**src/rtl/sync_code_pkg.sv**
```systemverilog
// Shared constants and state encoding for the sync-code inserter.
// DATA_W     : width of pixel / stream words.
// SYNC_WORD  : leading word of every sync sequence; never allowed in payload.
// ZERO_WORD  : filler word for idle, sync tail and blanking.
// CLAMP_WORD : substitute for a payload pixel equal to SYNC_WORD.
// state_t    : line generator states.
package sync_code_pkg;

    localparam int DATA_W = 12;

    localparam logic [DATA_W-1:0] SYNC_WORD  = 12'hFFF;
    localparam logic [DATA_W-1:0] ZERO_WORD  = 12'h000;
    localparam logic [DATA_W-1:0] CLAMP_WORD = 12'hFFE;

    typedef enum logic [2:0] {
        IDLE   = 3'd0,
        SYNC0  = 3'd1,
        SYNC1  = 3'd2,
        SYNC2  = 3'd3,
        ACTIVE = 3'd4,
        BLANK  = 3'd5
    } state_t;

endpackage

```
**src/rtl/sync_code_inserter.sv**
```systemverilog
// Sync-code inserter: wraps a pixel stream into sensor-style lines of
//   SYNC_WORD, ZERO_WORD, ZERO_WORD, LINE_PIXELS payload words,
//   BLANK_WORDS zero words, repeating while enable is high.
// Ports:
//   clk         : rising-edge clock
//   rst         : asynchronous, active-high reset
//   enable      : level request for continuous line generation
//   pix_data    : source pixel word
//   pix_valid   : pix_data is valid
//   pix_ready   : a pixel slot is consumed this cycle (ACTIVE only)
//   data_out    : registered output stream word
//   line_toggle : inverts once per emitted sync sequence
//   busy        : generator is not IDLE
//   underrun    : sticky, an ACTIVE slot had no valid pixel (cleared by rst)
module sync_code_inserter
    import sync_code_pkg::*;
#(
    parameter int LINE_PIXELS = 640,
    parameter int BLANK_WORDS = 4
) (
    input  logic              clk,
    input  logic              rst,
    input  logic              enable,
    input  logic [DATA_W-1:0] pix_data,
    input  logic              pix_valid,
    output logic              pix_ready,
    output logic [DATA_W-1:0] data_out,
    output logic              line_toggle,
    output logic              busy,
    output logic              underrun
);

    localparam int LINE_CNT_W  = $clog2(LINE_PIXELS + 1);
    localparam int BLANK_CNT_W = $clog2(BLANK_WORDS + 1);
    localparam int CNT_W       = (LINE_CNT_W > BLANK_CNT_W) ? LINE_CNT_W : BLANK_CNT_W;

    // The shared down-counter is loaded with (length - 1) and the phase ends
    // on the cycle it reads zero, so a length of 1 gives exactly one cycle.
    localparam logic [CNT_W-1:0] LINE_LAST  = CNT_W'(LINE_PIXELS - 1);
    localparam logic [CNT_W-1:0] BLANK_LAST = CNT_W'(BLANK_WORDS - 1);

    // Keep the sync word out of the payload.
    function automatic logic [DATA_W-1:0] clamp_pixel(input logic [DATA_W-1:0] px);
        return (px == SYNC_WORD) ? CLAMP_WORD : px;
    endfunction

    state_t           state;
    logic [CNT_W-1:0] cnt;

    always_ff @(posedge clk or posedge rst) begin
        if (rst) begin
            state       <= IDLE;
            cnt         <= '0;
            data_out    <= ZERO_WORD;
            line_toggle <= 1'b0;
            underrun    <= 1'b0;
        end else begin
            case (state)
                IDLE: begin
                    data_out <= ZERO_WORD;
                    if (enable) state <= SYNC0;
                end
                SYNC0: begin
                    data_out <= SYNC_WORD;
                    state    <= SYNC1;
                end
                SYNC1: begin
                    data_out <= ZERO_WORD;
                    state    <= SYNC2;
                end
                SYNC2: begin
                    // Toggle lands on the same edge as the third sync word.
                    data_out    <= ZERO_WORD;
                    line_toggle <= ~line_toggle;
                    cnt         <= LINE_LAST;
                    state       <= ACTIVE;
                end
                ACTIVE: begin
                    // A missing pixel still uses up its slot in the line.
                    if (pix_valid) begin
                        data_out <= clamp_pixel(pix_data);
                    end else begin
                        data_out <= ZERO_WORD;
                        underrun <= 1'b1;
                    end
                    if (cnt == '0) begin
                        cnt   <= BLANK_LAST;
                        state <= BLANK;
                    end else begin
                        cnt <= cnt - 1'b1;
                    end
                end
                BLANK: begin
                    data_out <= ZERO_WORD;
                    if (cnt == '0) begin
                        state <= enable ? SYNC0 : IDLE;
                    end else begin
                        cnt <= cnt - 1'b1;
                    end
                end
                default: begin
                    data_out <= ZERO_WORD;
                    cnt      <= '0;
                    state    <= IDLE;
                end
            endcase
        end
    end

    assign pix_ready = (state == ACTIVE);
    assign busy      = (state != IDLE);

endmodule
```
**config.mk**
```make
export PLATFORM = sky130hd
export DESIGN_NAME = sync_code_inserter
export DESIGN_NICKNAME = d
export VERILOG_FILES = /design/src/rtl/sync_code_pkg.sv /design/src/rtl/sync_code_inserter.sv
export SDC_FILE = /design/constraint.sdc
export NUM_CORES = 1
export LEC_CHECK = 0
export ABC_AREA = 1
export CAP_MARGIN = 5
export CORE_ASPECT_RATIO = 0.75
export CORE_UTILIZATION = 53
export CTS_BUF_LIST = sky130_fd_sc_hd__clkbuf_16
export CTS_CLUSTER_SIZE = 8
export DETAILED_ROUTE_END_ITERATION = 10
export PLACE_DENSITY = 0.85
export SYNTH_ARGS = -nofsm -noshare
export SYNTH_HDL_FRONTEND = slang
export SYNTH_SLANG_ARGS = --single-unit
```
**constraint.sdc**
```tcl
create_clock -name clk -period 3.03 [get_ports clk]
set_input_delay 0.303 -clock clk [delete_from_list [all_inputs] [get_ports clk]]
set_output_delay 0.303 -clock clk [all_outputs]
set_load 0.02 [all_outputs]
```
Word-level counts from Yosys, hierarchy flattened
Cells that the tools add are included.
{"block": "totals", "memories": 0, "mem_bits_ro": 0, "elab_cells": 37, "output_inout_bits": 16, "reg_bits": 27, "ramBits": 0, "latchBits": 0, "input_bits": 16}
{"block": "classes", "div_mod_pow": 0, "n_shift": 0, "muxes": 11, "eq_ne": 10, "addsub": 1, "magnitude_cmp": 0, "reduce_logical": 7, "bitwise_logic": 3, "n_mul": 0}
{"cell": "case mux 10 bit (4 select lines)", "count": 1}
{"cell": "two-way mux 12 bit", "count": 2}
{"cell": "case mux 12 bit (2 select lines)", "count": 1}
{"cell": "two-way mux 10 bit", "count": 2}
{"cell": "case mux 3 bit (6 select lines)", "count": 1}
{"cell": "equality test 12 bit, second input constant", "count": 1}
{"cell": "logical NOT 10 bit", "count": 1}
{"cell": "subtractor 10 x 1 -> 10 bit, second input constant", "count": 1}
{"cell": "two-way mux 3 bit", "count": 3}
{"cell": "equality test 3 x 2 -> 1 bit, second input constant", "count": 2}
{"cell": "equality test 3 bit, second input constant", "count": 2}
{"cell": "!= test 2 bit, second input constant", "count": 3}
{"cell": "AND reduction 2 bit", "count": 2}
{"cell": "equality test 3 x 1 -> 1 bit, second input constant", "count": 1}
{"cell": "logical NOT 3 bit", "count": 1}
{"cell": "inverter 1 bit", "count": 3}
{"cell": "AND reduction 3 bit", "count": 1}
{"cell": "nonzero test 3 bit", "count": 1}
{"cell": "OR reduction 3 bit", "count": 1}
{"cell": "!= test 2 x 1 -> 1 bit, second input constant", "count": 1}
{"cell": "two-way mux 1 bit", "count": 1}

Depth between registers and ports, before layout
Gate-level depths: netlist of run 1.
{"block": "logic_depth", "depth_word": 4, "ltp_mapped": 11, "mapped_depth_nobuf": 11}

Least setup slack after synthesis of run 1
Ideal clock, no wire load.
{"block": "synth_timing", "path_kind": "register -> register", "startpoint": "register cnt[0]", "endpoint": "register cnt[2]", "synth_period_minus_slack_ps": 1336, "required_time_ps": 2914, "slack_ps": 1694, "stages_incl_launch_ff": 12, "arrival_time_ps": 1220, "path_buffers": 0, "setup_time_ps": 116, "path_cell_list": "dfrtp_1 -> inv_1 -> ha_1 -> nand2_1 -> nor2_4 -> nand2_2 -> nand2_4 -> nand2_4 -> nand2_1 -> nand2_1 -> nand2_1 -> nand2_1"}
{"block": "synth_via", "elab_chain_cells": 3, "elab_cells_between_ends": 7, "cone_classes": "add/sub (1); eq/ne (1); mux (3); reduce/logical (2)"}
{"item": "start: declaration", "line": "sync_code_inserter.sv:48", "rtl": "logic [CNT_W-1:0] cnt;"}
{"item": "start signal: assignment", "line": "sync_code_inserter.sv:90", "rtl": "cnt <= cnt - 1'b1;"}
{"item": "start signal: assignment", "line": "sync_code_inserter.sv:98", "rtl": "cnt <= cnt - 1'b1;"}
{"item": "subtractor 10 x 1 -> 10 bit / logical NOT 10 bit (equally long branches)"}
{"item": "two-way mux 10 bit, or another cell as far along", "line": "sync_code_inserter.sv:95", "rtl": "if (cnt == '0) begin"}
{"item": "case mux 10 bit (4 select lines) / AND reduction 2 bit (equally long branches)"}
Several ways; a longest one is shown, not always the timed one. The select of a mux whose other input is x is not followed.
A chain may end at the register's enable or synchronous reset.

Final worst setup path of run 1
{"block": "layout_timing", "startpoint": "register state[1]", "endpoint": "output port pix_ready"}
{"block": "layout_via", "elab_chain_cells": 1}
{"item": "start: declaration", "line": "sync_code_inserter.sv:47", "rtl": "state_t state;"}
{"item": "start signal: assignment", "line": "sync_code_inserter.sv:96", "rtl": "state <= enable ? SYNC0 : IDLE;"}
{"item": "equality test 3 bit", "line": "sync_code_inserter.sv:110", "rtl": "assign pix_ready = (state == ACTIVE);"}
{"item": "end: declaration", "line": "sync_code_inserter.sv:26", "rtl": "output logic pix_ready,"}
Every way passes these cells.

==> impl_metrics.sql, run 1 <==
INSERT INTO impl_metrics (metric_group, metric, value, unit) VALUES
('critical_path', 'crit_fanout', '14', ''),
('finish', 'finish.utilization', '71.3', '%'),
('min_path', 'worst_hold_path.num_cells', '1', ''),
('cts', 'clk_transition_reported_paths', '0.06', 'ns'),
('pwr', 'p_clk_share', '40.1', '%'),
('critical_path', 'r2r_end', 'cnt[7]', ''),
('sta', 'final.period_utilization', '74.4', '%'),
('routing', 'route.final.wire_length', '3000', 'um'),
('floorplanning', 'core_area', '2600', 'sq um'),
('pwr', 'power_switching_share', '20.5', '%'),
('sta', 'clock.fmax', '0.444', 'GHz'),
('global_route', 'track_usage', '21.0', '%'),
('min_path', 'worst_hold_path_type', 'reg -> reg', ''),
('routing', 'met3WireLength', '114', 'um'),
('synth', 'yosys.cell_types.count', '26', ''),
('routing', 'post_drt_wl_per_cell', '11.8', 'um'),
('min_path', 'worst_hold_startpoint', 'underrun', ''),
('min_path', 'holdPathEnd', 'underrun', ''),
('cts', 'cts_post_setup_buffers_inserted', '0', ''),
('finish', 'multi_input_area', '663', 'sq um'),
('routing', 'detail_route.vias_per_cell', '4.91', ''),
('routing', 'remaining_drc_errors', '0', ''),
('floorplanning', 'die_y', '47.3', 'um'),
('pwr', 'power_frac_comb', '9.3', '%'),
('finish', 'layout.area.seq', '676', 'sq um'),
('finish', 'fillCellCount', '214', ''),
('routing', 'met2_wirelength', '1410', 'um'),
('critical_path', 'critical_path_class', 'reg -> out', ''),
('routing', 'via_count', '1253', ''),
('floorplanning', 'dieArea', '2950', 'sq um'),
('sta', 'worst_slew_pin_slew', '0.989', 'ns'),
('critical_path', 'worstRegToRegCells', '9', ''),
('placement', 'place_hpwl', '2310', 'um'),
('synth', 'yosys_warnings', '0', ''),
('placement', 'routabilityCongestion', '0.812', ''),
('critical_path', 'worst_setup_path_start_kind', 'register', ''),
('sta', 'timing.max_slew.rel_slack', '34.0', '%'),
('synth', 'syn-cell-area', '1450', 'sq um'),
('sta', 'unrepaired_setup_endpoints_after_global_routing', 'no', ''),
('critical_path', 'worst_r2r_startpoint', 'cnt[0]', ''),
('routing', 'drt_pass1_iterations', '4', ''),
('cts', 'clkLatencyLatePin', '0.26', 'ns'),
('pwr', 'vdd.ir_drop.worst', '0.000256', 'V'),
('cts', 'cts_hold_repair.buffers', '0', ''),
('floorplanning', 'die-width', '62.4', 'um'),
('finish', 'final_nets', '238', ''),
('sta', 'finalMaxSlewViolations', '0', ''),
('cts', 'cts_inserted_buffers', '3', ''),
('routing', 'maxUsedRoutingLayer', 'met4', ''),
('critical_path', 'worst-r2r-setup-slack', '1.41', 'ns'),
('routing', 'wirelength_met1', '1460', 'um'),
('critical_path', 'critical_path_required', '2.73', 'ns'),
('cts', 'clock_tree_from_tritoncts', 'built', ''),
('floorplanning', 'floorplan.initialDensity', '55.7', '%'),
('job', 'max-cap-violations', '0', ''),
('pwr', 'p_int', '0.582', 'mW'),
('pwr', 'powerDensity', '394', 'nW/um^2'),
('global_route', 'globalRouteOverflowTotal', '0', ''),
('pwr', 'power.share.sequential', '50.6', '%'),
('synth', 'syn_nets', '207', ''),
('floorplanning', 'std_cell_rows', '16', ''),
('synth', 'post_synth_inst_count', '189', ''),
('floorplanning', 'io-pin-count', '32', ''),
('finish', 'drive_gt1_share', '8.68', '%'),
('global_route', 'antenna_found_initial', '0', ''),
('run_status', 'status', 'complete, no violations', ''),
('placement', 'placement.io_buffers', '31', ''),
('cts', 'cts_repair_resizes', '0', ''),
('finish', 'antenna-diode-count', '0', ''),
('finish', 'area.growth.synth_to_final', '28.0', '%'),
('synth', 'average_footprint_of_a_synthesized_cell', '7.67', 'sq um');
-- state kept, by name (all words and copies together) (netlist names) --
register / flops
data_out: 12
cnt: 10
state: 3
line_toggle: 1
underrun: 1
-- layout make-up --
type                            count  share of cell area [%]
Clock buffer                        3                    4.04
Clock inverter                      1                   0.270
Inverter                           22                    4.45
Multi-Input combinational cell    135                    35.7
Sequential cell                    27                    36.4
Tap cell                           36                    2.43
Timing Repair Buffer               31                    16.7
-- logic make-up (layout without fill, tap and decap cells) --
kind of cell,Yosys count,in the layout,synth area share (%)
buffers and inverters,27,57,7.68
adders and majority gates,2,2,1.73
AOI/OAI and AO/OA,22,22,8.28
DFF,27,27,46.6
and+or+nand+nor,107,107,33.3
xor gates and xnor gates,4,4,2.42
-- Yosys cell counts --
cell type	n	area (sq um)
sky130_fd_sc_hd__nor3_4	1	16.3
sky130_fd_sc_hd__o21ai_1	14	70.1
sky130_fd_sc_hd__o21bai_1	1	7.51
sky130_fd_sc_hd__nand2_2	3	18.8
sky130_fd_sc_hd__o21a_1	1	7.51
sky130_fd_sc_hd__clkbuf_1	1	3.75
sky130_fd_sc_hd__dfrtp_1	27	676
sky130_fd_sc_hd__nand2_1	76	285
sky130_fd_sc_hd__clkbuf_2	2	10.0
sky130_fd_sc_hd__nand2_4	2	22.5
sky130_fd_sc_hd__ha_1	2	25.0
sky130_fd_sc_hd__buf_6	1	11.3
sky130_fd_sc_hd__nor3_1	1	5.00
sky130_fd_sc_hd__inv_2	4	15.0
sky130_fd_sc_hd__buf_1	1	3.75
sky130_fd_sc_hd__nor2_4	2	22.5
sky130_fd_sc_hd__nor2_2	2	12.5
sky130_fd_sc_hd__nand3_1	7	35.0
sky130_fd_sc_hd__inv_1	18	67.6
sky130_fd_sc_hd__nor2_1	8	30.0
sky130_fd_sc_hd__xor2_1	3	26.3
sky130_fd_sc_hd__nand3_2	1	10.0
sky130_fd_sc_hd__o211ai_1	2	15.0
sky130_fd_sc_hd__nand4_1	4	25.0
sky130_fd_sc_hd__o21ai_0	4	20.0
sky130_fd_sc_hd__xnor2_1	1	8.76
-- how the worst max path moves through the flow --
stage / depth (start not counted) / startpoint / endpoint
final: 4 / state[1] / pix_ready
after CTS: 4 / state[1] / pix_ready
after detailed placement: 4 / state[1] / pix_ready
after global placement: 4 / state[1] / pix_ready
after floorplan: 11 / cnt[0] / cnt[2]
after global routing: 4 / state[1] / pix_ready
-- through the flow --
stage	instance area (sq um)	instances	total power [mW]	setup slack (ns)	hold slack, ns
after global placement	1780	251	0.444	1.14	0.460
after global routing	1860	255	0.756	0.663	0.489
final	1860	255	0.732	0.776	0.481
after floorplan	1450	189	0.403	1.69	0.356
after detailed placement	1780	251	0.446	1.08	0.470
after CTS	1860	255	0.739	0.805	0.485
-- placed cells by master (no fill, tap or decap), drive strengths merged --
cell type      Yosys  final
clkinv             0      1
nand2             81     81
ha                 2      2
clkbuf             3      3
xnor2              1      1
nor3               2      2
clkdlybuf4s50      0     31
o211ai             2      2
nor2              12     12
xor2               3      3
o21bai             1      1
o21ai             18     18
dfrtp             27     27
o21a               1      1
nand4              4      4
inv               22     22
nand3              8      8
-- worst max-delay path: stages, from the launching register on --
cell                              delay (ns)
sky130_fd_sc_hd__dfrtp_1                0.47
sky130_fd_sc_hd__nor2_1                 0.15
sky130_fd_sc_hd__nand2_1                0.29
sky130_fd_sc_hd__inv_1                  0.16
sky130_fd_sc_hd__clkdlybuf4s50_1        0.62
-- power by group through the flow --
stage          Clock, mW  Sequential [mW]  Combinational, mW
4_1_cts            0.300            0.370             0.0686
6_report           0.293            0.370             0.0680
3_3_place_gp           0            0.377             0.0673
3_5_place_dp           0            0.377             0.0685
5_1_grt            0.312            0.371             0.0732
2_1_floorplan          0            0.388             0.0151
-- metal layers --
metal  track usage (%)  up-vias
met3              6.07        2
met5                 0        -
met2              36.5       26
li1                  -      646
met4              4.65        0
met1              26.9      579
Note: power is estimated with default switching activity, not from simulation.
==> run 2: changes to the inputs <==
--- a/config.mk
+++ b/config.mk
@@ -8,11 +8,11 @@
 export ABC_AREA = 1
 export CAP_MARGIN = 5
 export CORE_ASPECT_RATIO = 0.75
-export CORE_UTILIZATION = 53
+export CORE_UTILIZATION = 50
 export CTS_BUF_LIST = sky130_fd_sc_hd__clkbuf_16
 export CTS_CLUSTER_SIZE = 8
 export DETAILED_ROUTE_END_ITERATION = 10
-export PLACE_DENSITY = 0.85
+export PLACE_DENSITY = 0.81
 export SYNTH_ARGS = -nofsm -noshare
 export SYNTH_HDL_FRONTEND = slang
 export SYNTH_SLANG_ARGS = --single-unit
==> constraint.sdc (replaced) <==
create_clock -name clk -period 2.2 [get_ports clk]
set_input_delay 0.22 -clock clk [delete_from_list [all_inputs] [get_ports clk]]
set_output_delay 0.22 -clock clk [all_outputs]
set_load 0.02 [all_outputs]
==> impl_metrics.sql, run 2 (synthesis results as in run 1) <==
INSERT INTO impl_metrics (metric_group, metric, value, unit) VALUES
('cts', 'cts.root.buffer_cell', 'sky130_fd_sc_hd__clkbuf_16', ''),
('global_route', 'globalRouteOverflowTotal', '0', ''),
('cts', 'cts_inserted_buffers', '3', ''),
('pwr', 'power_switching_share', '20.0', '%'),
('placement', 'place_hpwl', '2300', 'um'),
('placement', 'place_ws', '0.604', 'ns'),
('floorplanning', 'std_cell_rows', '16', ''),
('sta', 'sum_of_negative_setup_slack', '0', 'ns'),
('floorplanning', 'core_area', '2680', 'sq um'),
('min_path', 'worst_hold_path_type', 'in -> async', ''),
('pwr', 'power_frac_comb', '9.4', '%'),
('floorplanning', 'die_y', '48.6', 'um'),
('critical_path', 'timing.critical_path.arrival', '1.68', 'ns'),
('critical_path', 'worstRegToRegCells', '9', ''),
('finish', 'layout.area.seq', '676', 'sq um'),
('cts', 'cts_repair_resizes', '0', ''),
('global_route', 'track_usage', '22.0', '%'),
('floorplanning', 'die-width', '64.2', 'um'),
('routing', 'detail_route.vias_per_cell', '5.00', ''),
('finish', 'layout.cells.most_common_list', 'sky130_fd_sc_hd__nand2_1 (76), sky130_fd_sc_hd__clkdlybuf4s50_1 (31), sky130_fd_sc_hd__dfrtp_1 (27)', ''),
('pwr', 'powerDensity', '535', 'nW/um^2'),
('sta', 'post-route-worst-setup-slack', '0.302', 'ns'),
('finish', 'drive_gt1_share', '9.05', '%'),
('sta', 'clock.fmax', '0.527', 'GHz'),
('critical_path', 'critical-path-slowest-cell', 'sky130_fd_sc_hd__clkdlybuf4s50_1', ''),
('cts', 'cts_sinks', '27', ''),
('sta', 'finalCriticalPeriod', '1.90', 'ns'),
('cts', 'maximum_buffer_depth_of_the_clock_tree', '2', ''),
('cts', 'clkLatencyLatePin', '0.26', 'ns'),
('critical_path', 'crit_chain', 'nor2_1 -> nand2_1 -> inv_1 -> clkdlybuf4s50_1', ''),
('global_route', 'antenna_found_initial', '0', ''),
('routing', 'drt_iter0_markers', '59', ''),
('placement', 'placement.io_buffers', '31', ''),
('finish', 'max_flop_register', 'data_out', ''),
('global_route', 'grt_pass1_vias', '1235', ''),
('finish', 'biggestRegsByFlops', 'data_out (12), cnt (10), state (3)', ''),
('pwr', 'p_clk_share', '39.6', '%'),
('critical_path', 'crit_fanout', '7', ''),
('routing', 'ant_nets', '0', ''),
('floorplanning', 'floorplan.initialDensity', '54.1', '%'),
('pwr', 'power.share.sequential', '51.0', '%'),
('pwr', 'power.switching', '0.201', 'mW'),
('sta', 'unrepaired_setup_endpoints_after_global_routing', 'no', ''),
('routing', 'drt_pass1_iterations', '4', ''),
('cts', 'clock_tree_from_tritoncts', 'built', ''),
('cts', 'cts_post_setup_buffers_inserted', '0', ''),
('sta', 'final.period_utilization', '86.3', '%'),
('sta', 'finalMaxSlewViolations', '0', ''),
('finish', 'antenna-diode-count', '0', ''),
('sta', 'timing.clock.skew', '0.00689', 'ns'),
('critical_path', 'worst_setup_path_start_kind', 'register', ''),
('critical_path', 'timing.critical_path.to_type', 'primary output', ''),
('job', 'max-cap-violations', '0', ''),
('finish', 'final_nets', '240', ''),
('finish', 'fillCellCount', '223', ''),
('floorplanning', 'io-pin-count', '32', ''),
('sta', 'setup_viol', '0', ''),
('floorplanning', 'dieArea', '3120', 'sq um'),
('placement', 'routabilityCongestion', '0.878', ''),
('run_status', 'status', 'complete, no violations', ''),
('placement', 'cell_count_post_placement', '253', ''),
('sta', 'timing.max_slew.rel_slack', '71.5', '%'),
('placement', 'place_area', '1790', 'sq um'),
('critical_path', 'critical_path_required', '1.98', 'ns'),
('global_route', 'grt_start_max_net_pins', '28', ''),
('cts', 'ctsHtreeMaxLevel', '1', ''),
('finish', 'area.growth.synth_to_final', '29.0', '%'),
('routing', 'via_count', '1284', ''),
('critical_path', 'critical_path_class', 'reg -> out', ''),
('cts', 'clk_transition_reported_paths', '0.07', 'ns'),
('routing', 'route.final.wire_length', '2990', 'um'),
('critical_path', 'worst_path_largest_cell_delay', '0.60', 'ns'),
('pwr', 'vdd.ir_drop.worst', '0.000548', 'V'),
('sta', 'finalHoldViolations', '0', ''),
('pwr', 'leakage', '0.959', 'nW'),
('cts', 'cts_hold_repair.buffers', '0', ''),
('pwr', 'p_int', '0.800', 'mW'),
('finish', 'multi_input_area', '663', 'sq um'),
('sta', 'worst_slew_pin_slew', '0.427', 'ns'),
('finish', 'layout.cell_area.non_filler', '1870', 'sq um'),
('routing', 'post_drt_wl_per_cell', '11.6', 'um'),
('finish', 'mostFrequentLayoutCell', 'sky130_fd_sc_hd__nand2_1', ''),
('finish', 'largest_reg_flops', '12', ''),
('routing', 'remaining_drc_errors', '0', ''),
('finish', 'final_std_cells_w_o_fill', '257', ''),
('global_route', 'grt_pass1_wl', '5260', 'um');
-- run 2: cell types whose count changed in the layout (fill, tap and decap cells not counted) --
| cell | previous run | this run |
|---|---|---|
| sky130_fd_sc_hd__clkinv_2 | 1 | 0 |
| sky130_fd_sc_hd__inv_1 | 18 | 19 |
| sky130_fd_sc_hd__buf_4 | 0 | 2 |
-- run 2: worst paths after layout --
| check | slack [ns] | end | from |
|---|---|---|---|
| max in group asynchronous | 1.61 | cnt[2] | rst |
| hold reg to reg | 0.47 | underrun | underrun |
| setup / recovery | 0.30 | pix_ready | state[1] |
| min in group clk | 0.47 | underrun | underrun |
| hold / removal | 0.33 | cnt[0] | rst |
| setup reg to reg | 0.64 | cnt[2] | cnt[0] |
-- run 2: power by group through the flow --
stage | registers (mW) | logic [mW] | clock network, mW
6_report | 0.510 | 0.0944 | 0.396
5_1_grt | 0.511 | 0.102 | 0.422
4_1_cts | 0.510 | 0.0951 | 0.403
3_5_place_dp | 0.520 | 0.0948 | 0
3_3_place_gp | 0.519 | 0.0940 | 0
2_1_floorplan | 0.535 | 0.0208 | 0
-- run 2: metal layers --
metal	wire, um	GRT usage, %	vias to the layer above
met1	1370	29.9	591
met3	188	6.37	2
li1	-	-	655
met4	16	7.78	0
met2	1420	33.5	36
met5	0	0	-
-- run 2: per-stage QoR --
stage	total power, mW	utilization, %	hold slack (ns)
after floorplan	0.556	-	0.273
after global placement	0.613	66.8	0.460
after detailed placement	0.615	66.8	0.463
after CTS	1.01	69.7	0.344
after global routing	1.04	69.7	0.381
final	1.00	69.7	0.334
-- run 2: cell type report --
class | instances | share of cell area [%]
multi-input combinational | 135 | 35.5
tap | 36 | 2.41
timing repair buffer | 33 | 17.4
clock inverter | 1 | 0.201
sequential | 27 | 36.1
clock buffer | 3 | 4.01
inverter | 22 | 4.41
-- run 2: worst max-delay path, delay by kind of cell, from the launching register on --
kind | cells | cell delay [ns]
flops | 1 | 0.47
simple gates | 2 | 0.26
buf+inv | 2 | 0.68
